`config.mk`:
```
export PLATFORM = sky130hd
export DESIGN_NAME = data_mem_bridge
export DESIGN_NICKNAME = d
export VERILOG_FILES = /design/src/rtl/data_mem_bridge.sv
export SDC_FILE = /design/constraint.sdc
export NUM_CORES = 1
export LEC_CHECK = 0
export BUFFER_PORTS_ARGS = -buffer_cell sky130_fd_sc_hd__clkbuf_2
export CORE_ASPECT_RATIO = 0.5
export CORE_MARGIN = 2
export CORE_UTILIZATION = 35
export DETAILED_ROUTE_END_ITERATION = 6
export GPL_TIMING_DRIVEN = 0
export PLACE_DENSITY = 0.72
export SYNTH_ARGS = -nofsm -noshare
export SYNTH_HDL_FRONTEND = slang
export SYNTH_SLANG_ARGS = --single-unit
export TNS_END_PERCENT = 20
```
`constraint.sdc`:
```
create_clock -name clk -period 2.55 [get_ports clk]
set_input_delay 0.255 -clock clk [delete_from_list [all_inputs] [get_ports clk]]
set_output_delay 0.255 -clock clk [all_outputs]
set_load 0.1 [all_outputs]
```
`src/rtl/data_mem_bridge.sv`:
```
// data_mem_bridge: multi-cycle load/store bridge between the CPU memory stage
// and an SRAM-style valid/ready data bus. It builds byte strobes and lane data
// for stores, extends load data, and stalls the core until the access ends.
module data_mem_bridge #(
    parameter int TIMEOUT = 16,
    parameter int CNT_W   = 5
) (
    input  logic        clk,
    input  logic        rst,
    input  logic        req_valid,
    input  logic        req_we,
    input  logic [31:0] req_addr,
    input  logic [31:0] req_wdata,
    input  logic [2:0]  req_memop,
    output logic        stall,
    output logic        resp_valid,
    output logic [31:0] resp_rdata,
    output logic        resp_err,
    output logic        bus_valid,
    input  logic        bus_ready,
    output logic        bus_we,
    output logic [31:0] bus_addr,
    output logic [3:0]  bus_wstrb,
    output logic [31:0] bus_wdata,
    input  logic        bus_rvalid,
    input  logic [31:0] bus_rdata
);

    typedef enum logic [1:0] {
        IDLE   = 2'd0,
        REQ    = 2'd1,
        WAIT_R = 2'd2,
        DONE   = 2'd3
    } state_t;

    state_t           state;
    state_t           state_d;

    logic             we_q;
    logic [31:0]      addr_q;
    logic [31:0]      wdata_q;
    logic [2:0]       memop_q;
    logic [31:0]      rdata_q;
    logic             err_q;
    logic [CNT_W-1:0] cnt;

    logic             timeout_hit;
    logic             in_req;
    logic             in_done;
    logic             wr_req;

    // Access size is carried in memop[1:0]: 00 byte, 01 half, anything else word.
    function automatic logic is_misaligned(input logic [1:0] size, input logic [1:0] off);
        case (size)
            2'b00:   is_misaligned = 1'b0;
            2'b01:   is_misaligned = off[0];
            default: is_misaligned = (off != 2'b00);
        endcase
    endfunction

    function automatic logic [3:0] lane_strobe(input logic [1:0] size, input logic [1:0] off);
        case (size)
            2'b00:   lane_strobe = 4'b0001 << off;
            2'b01:   lane_strobe = 4'b0011 << off;
            default: lane_strobe = 4'b1111;
        endcase
    endfunction

    // Replicating the store value across lanes puts it under whichever strobe is set.
    function automatic logic [31:0] lane_wdata(input logic [1:0] size, input logic [31:0] data);
        case (size)
            2'b00:   lane_wdata = {4{data[7:0]}};
            2'b01:   lane_wdata = {2{data[15:0]}};
            default: lane_wdata = data;
        endcase
    endfunction

    // Halves are always aligned here, so only off[1] picks the upper or lower half.
    function automatic logic [31:0] load_extend(input logic [1:0]  size,
                                                input logic        is_unsigned,
                                                input logic [1:0]  off,
                                                input logic [31:0] rword);
        logic [7:0]  b;
        logic [15:0] h;
        b = rword[{off, 3'b000} +: 8];
        h = rword[{off[1], 4'b0000} +: 16];
        case (size)
            2'b00:   load_extend = {{24{b[7] & ~is_unsigned}}, b};
            2'b01:   load_extend = {{16{h[15] & ~is_unsigned}}, h};
            default: load_extend = rword;
        endcase
    endfunction

    assign timeout_hit = (cnt == CNT_W'(TIMEOUT - 1));

    // Next-state logic; a handshake in the final allowed cycle beats the timeout.
    always_comb begin
        state_d = state;
        case (state)
            IDLE: begin
                if (req_valid) begin
                    if (is_misaligned(req_memop[1:0], req_addr[1:0])) begin
                        state_d = DONE;
                    end else begin
                        state_d = REQ;
                    end
                end
            end
            REQ: begin
                if (bus_ready) begin
                    state_d = we_q ? DONE : WAIT_R;
                end else if (timeout_hit) begin
                    state_d = DONE;
                end
            end
            WAIT_R: begin
                if (bus_rvalid || timeout_hit) begin
                    state_d = DONE;
                end
            end
            DONE: begin
                state_d = IDLE;
            end
            default: begin
                state_d = IDLE;
            end
        endcase
    end

    // State register; reset abandons any access in flight without a response.
    always_ff @(posedge clk or negedge rst) begin
        if (!rst) begin
            state <= IDLE;
        end else begin
            state <= state_d;
        end
    end

    // Wait counter restarts on every state change and counts cycles spent on the bus.
    always_ff @(posedge clk or negedge rst) begin
        if (!rst) begin
            cnt <= '0;
        end else if (state_d != state) begin
            cnt <= '0;
        end else if (state == REQ || state == WAIT_R) begin
            cnt <= cnt + 1'b1;
        end
    end

    // Capture the request in IDLE and build the response as the access progresses.
    always_ff @(posedge clk or negedge rst) begin
        if (!rst) begin
            we_q    <= 1'b0;
            addr_q  <= '0;
            wdata_q <= '0;
            memop_q <= '0;
            rdata_q <= '0;
            err_q   <= 1'b0;
        end else begin
            case (state)
                IDLE: begin
                    if (req_valid) begin
                        we_q    <= req_we;
                        addr_q  <= req_addr;
                        wdata_q <= req_wdata;
                        memop_q <= req_memop;
                        rdata_q <= '0;
                        err_q   <= is_misaligned(req_memop[1:0], req_addr[1:0]);
                    end
                end
                REQ: begin
                    if (bus_ready) begin
                        err_q <= 1'b0;
                    end else if (timeout_hit) begin
                        err_q <= 1'b1;
                    end
                end
                WAIT_R: begin
                    if (bus_rvalid) begin
                        rdata_q <= load_extend(memop_q[1:0], memop_q[2], addr_q[1:0], bus_rdata);
                        err_q   <= 1'b0;
                    end else if (timeout_hit) begin
                        rdata_q <= '0;
                        err_q   <= 1'b1;
                    end
                end
                default: begin
                end
            endcase
        end
    end

    assign in_req  = (state == REQ);
    assign in_done = (state == DONE);
    assign wr_req  = in_req & we_q;

    // In IDLE the stall follows the request directly so the core freezes in the
    // same cycle it presents an access; reset forces it low.
    assign stall      = (state == IDLE) ? (req_valid & rst) : (state == REQ || state == WAIT_R);

    assign bus_valid  = in_req;
    assign bus_we     = wr_req;
    assign bus_addr   = in_req ? {addr_q[31:2], 2'b00} : '0;
    assign bus_wstrb  = wr_req ? lane_strobe(memop_q[1:0], addr_q[1:0]) : '0;
    assign bus_wdata  = wr_req ? lane_wdata(memop_q[1:0], wdata_q) : '0;

    assign resp_valid = in_done;
    assign resp_rdata = in_done ? rdata_q : '0;
    assign resp_err   = in_done & err_q;

endmodule

```
# Word level (Yosys, flattened, before mapping)
# Index checks and enable logic that the tools add are counted.
# W data, S select, Z words.
[totals]
regBits = 108
in_bits = 105
[op_classes]
eq_ne = 9
shifts = 4
n_mux = 28
reduce_logical = 12
bitwise_logic = 6
add_sub_neg = 1
[op_table]
columns = ["operator", "n"]
rows = [
  ["$mux W32", 6],
  ["$pmux W32 S2", 3],
  ["$shiftx A32 B6 Y16", 1],
  ["$shiftx A32 B6 Y8", 1],
  ["$mux W2", 5],
  ["$mux W5", 2],
  ["$pmux W2 S4", 1],
  ["$pmux W4 S2", 1],
  ["$mux W1", 7],
  ["$eq A2 B1 Y1 const B", 3],
  ["$logic_not A2 Y1", 3],
  ["$reduce_bool A2 Y1", 3],
  ["$add A5 B1 Y5 const B", 1],
  ["$and A1 B1 Y1", 5],
  ["$eq A5 B4 Y1 const B", 1],
  ["$eq A2 B2 Y1 const B", 2],
  ["$mux W4", 1],
  ["$reduce_and A2 Y1", 2],
  ["$shl A1 B2 Y4 const A", 1],
  ["$shl A2 B2 Y4 const A", 1],
  ["$ne A3 B3 Y1 const B", 1],
  ["$pmux W1 S3", 1],
  ["$reduce_and A3 Y1", 1],
  ["$reduce_bool A3 Y1", 1],
  ["other kinds (5)", 6],
]

# Depth between registers and ports, before layout
[logic_depth]
word_depth = 9
ltp_mapped = 8
ltp_nobuf = 7

# Worst setup path before layout
# Ideal clock, no wire load.
[synth_timing]
kind = "reg-to-output"
from = "reg state[1]"
to = "out bus_wstrb[2]"
setup_slack_ns = -1.823
path_stages_with_launch = 6
t_arrival_ns = 4.118
n_path_buf = 1
cell_sequence = "dfrtp_1 inv_1 ha_1 clkbuf_1 nand2_1 a221oi_1"
[synth_via]
elab_chain_len = 3
[synth_lines]
columns = ["item", "line", "rtl"]
rows = [
  ["start: declaration", "36", "state_t state;"],
  ["start signal: assignment", "135", "state <= state_d;"],
  ["$eq A2 B1 Y1", "193", "assign in_req = (state == REQ);"],
  ["named net bus_valid", "19", "output logic bus_valid,"],
  ["$and A1 B1 Y1", "195", "assign wr_req = in_req & we_q;"],
  ["$mux W4", "204", "assign bus_wstrb = wr_req ? lane_strobe(memop_q[1:0], addr_q[1:0]) : '0;"],
  ["end: declaration", "23", "output logic [3:0] bus_wstrb,"],
]
# The timed path passes the listed nets, and every way through them passes these cells.

# Worst setup path in the final report
[layout_timing]
from = "reg state[1]"
to = "out bus_addr[19]"
[layout_via]
elab_chain_len = 2
[layout_lines]
columns = ["item", "line", "rtl"]
rows = [
  ["$eq A2 B1 Y1", "193", ""],
  ["$mux W32", "203", "assign bus_addr = in_req ? {addr_q[31:2], 2'b00} : '0;"],
  ["end: declaration", "22", "output logic [31:0] bus_addr,"],
]
# Every way passes these cells.

==> impl_metrics.toml <==
[status]
status = "completed"

[critical_path]
crit_type = "register to primary output"
critPathRequiredTime_ns = 2.30
rr_startpoint = "cnt[0]"
reg2reg_to = "cnt[1]"
r2r_slack_ns = 0.12
critical_path.top_delay_family = "buffers and inverters"
crit_path_start_kind = "register"
path_buf_inv = 4
worstPathCellList = "inv_1, ha_4, clkbuf_8, clkbuf_1, and2_1, buf_2"
end_kind = "primary output"
crit_start = "state[1]"
cp.depth = 6
crit_slowest_cell = "dfrtp_1"
critPathMaxFanout = 10
max_stage_delay_ns = 0.48
worstRegToRegCells = 7
cp.arrival_ns = 2.24

[timing]
finalHoldViolCount = 0
min_period_over_period_pct = 97.8
rsz0062_at_grt = "true"
worstMarginPinSlew_ns = 0.875
relSlewSlack_pct = 41.7
hold_slack_ns = 0.0243
setup_violations = 0
fin_skew_ns = 0.0144
period_minus_slack_ns = 2.49
drv_slew = 0
clock.fmax_mhz = 401

[logic_synthesis]
synth-seq-cells = 108
yosysTopAreaCellShare_pct = 45.8
synth_area_um2 = 5900
synth-edff-count = 0
yosys_most_used_dff = "dfrtp_1"
yosys.area.top_type = "dfrtp_1"
syn_inst = 561
syn_area_per_cell_um2 = 10.5
yosysUniqueCellTypes = 48
synth_async_sr_flop_share_pct = 100
yosysSeqAreaShare_pct = 45.8
synth.most_common_cell = "dfrtp_1"
ys_top_cells_by_count = "108 x dfrtp_1, 70 x mux2_2, 63 x and2_1, 44 x nor2_1, 34 x nand2_1"
yosys_warnings = 0
synth_area_leaders = "dfrtp_1 46%, mux2_2 13%, and2_1 6.7%"

[drt]
num_vias = 5250
vias_per_cell = 5.20
totalWireLength_mm = 18.0
drcViolationCount = 0
routedWlPerCell_um = 17.9
routed.top_layer = "met4"
dr.pass1.iters = 4
wl_met2_mm = 8.88
met1_length_mm = 7.68
drt_iter0_markers = 287
dr_wl_met3_um = 997
ant_nets = 0

[floorplan]
die_w_um = 188
start_util_pct = 35.9
dieArea_um2 = 18000
coreArea_um2 = 16400
dieHeight_um = 95.8
num_rows = 33
ios = 210

[placed_design]
gp_congestion = 0.860
numPortBuffers = 206
place.detailed.hpwl_mm = 13.5
placed_area_um2 = 7440
post-place-cells = 995

[clocking]
cts_buffers = 9
hold_buffers = 0
cts-root-buf = "clkbuf_16"
tritoncts = "yes"
htree_levels = 3
clk_pin_slew_ns = 0.08
cts.sinks = 108
clock_latency_ns = 0.36
cts_buffer_depth = 2

[job]
cap_violations = 0

[grt]
track_usage_pct = 19.7
grt_max_degree = 110
grt_pass1_vias = 5083
grt_pass1_wl_mm = 27.2
grt.overflow.total = 0
antenna_found_initial = 1

[cells_and_area]
final_cells = 1010
n_fill_cell = 1525
layout.nets = 888
design_area_um2 = 8080
syn_to_final_growth_pct = 36.9
layout-drive-gt1-share_pct = 47.2

[hold_path]
hold_class = "primary input to async pin"
## metal layers
layer | track usage (%) | vias up
li1 | - | 2427
met1 | 24.7 | 2616
met2 | 33.6 | 174
met3 | 4.63 | 33
met4 | 7.74 | 0
met5 | 0 | -
## placed cells by master (no fill, tap or decap), types with 3 or more instances in the layout
cell type  netlist  routed
xnor2_1          3       3
o21ai_0         23      21
a21oi_4          0       3
nand3_1          8       8
mux2_2          70      70
nor2_4           0      10
and2_1          63      63
nor2_1          44      23
a31oi_1          7       7
nand2b_1         4       4
a21oi_2          0       5
nor2_2           0      11
clkbuf_2         0     130
mux2i_1         17      16
buf_2            5      19
o22ai_1          8       8
nor3_1           5       5
clkbuf_1        24      12
buf_6            1      11
and3_1          10      10
ha_1             6       5
a21o_1           7       7
buf_1           13       6
clkbuf_16        0       9
mux4_2           8       8
nand2_1         34      33
a221o_1         25      25
clkbuf_8         0      11
inv_6            0       3
buf_4            2       4
nor2b_1          5       5
a21oi_1         20      12
dfrtp_1        108     106
inv_1           16      15
clkbuf_4         0      56
## area by class of cell
| type | count | area (µm²) | share of cell area [%] |
|---|---|---|---|
| buffer | 42 | 233 | 2.88 |
| tap | 227 | 284 | 3.52 |
| sequential | 108 | 2710 | 33.5 |
| clock buffer | 10 | 229 | 2.83 |
| multi-input combinational | 393 | 3180 | 39.3 |
| clock inverter | 6 | 70.1 | 0.867 |
| antenna | 1 | 2.50 | 0.0310 |
| inverter | 16 | 63.8 | 0.790 |
| timing repair buffer | 207 | 1310 | 16.3 |
## worst max path at each step
stage	to
2_1_floorplan	bus_wdata[21]
6_report	bus_addr[19]
4_1_cts	resp_rdata[11]
5_1_grt	bus_addr[19]
3_5_place_dp	bus_wdata[20]
3_3_place_gp	stall
## state kept, by name, summed over array words and instances, names as in the netlist
signal   cells
addr_q      32
err_q        1
memop_q      3
state        2
we_q         1
rdata_q     32
cnt          5
wdata_q     32
## through the flow
step	util, %	setup slack [ns]	TNS [ns]
2_1_floorplan	-	-0.0971	-3.96
3_3_place_gp	45.2	-0.900	-45.51
3_5_place_dp	45.3	-0.312	-6.90
4_1_cts	48.4	0.00144	0
5_1_grt	49.1	-0.0795	-0.181
6_report	49.2	0.0564	0
## kinds of logic after synthesis
group	Yosys count	synth area share [%]
and+or+nand+nor	181	15.8
DFF	108	45.8
AOI/OAI and AO/OA	105	12.9
muxes	95	19.3
buffers and inverters	61	4.24
adders and majority gates	6	1.27
xor gates and xnor gates	4	0.594
other	1	0.0636
## worst reg2reg max path: cells and delay by family (launching register included)
kind	cells	cell delay, ns
fa+ha+maj	2	0.49
mux	1	0.28
simple gates	3	0.66
flops	1	0.42
compound gates	1	0.49
## what timing repair did
| action | in CTS | in global routing |
|---|---|---|
| gates resized for setup | 82 | 81 |
| buffers inserted | 0 | 1 |
| setup endpoints to repair | 79 | 96 |
| pin swaps | 1 | 1 |
Power is left out: the tool's default activity adds up to more than one toggle a clock period on the data nets, which glitch-free logic cannot reach.
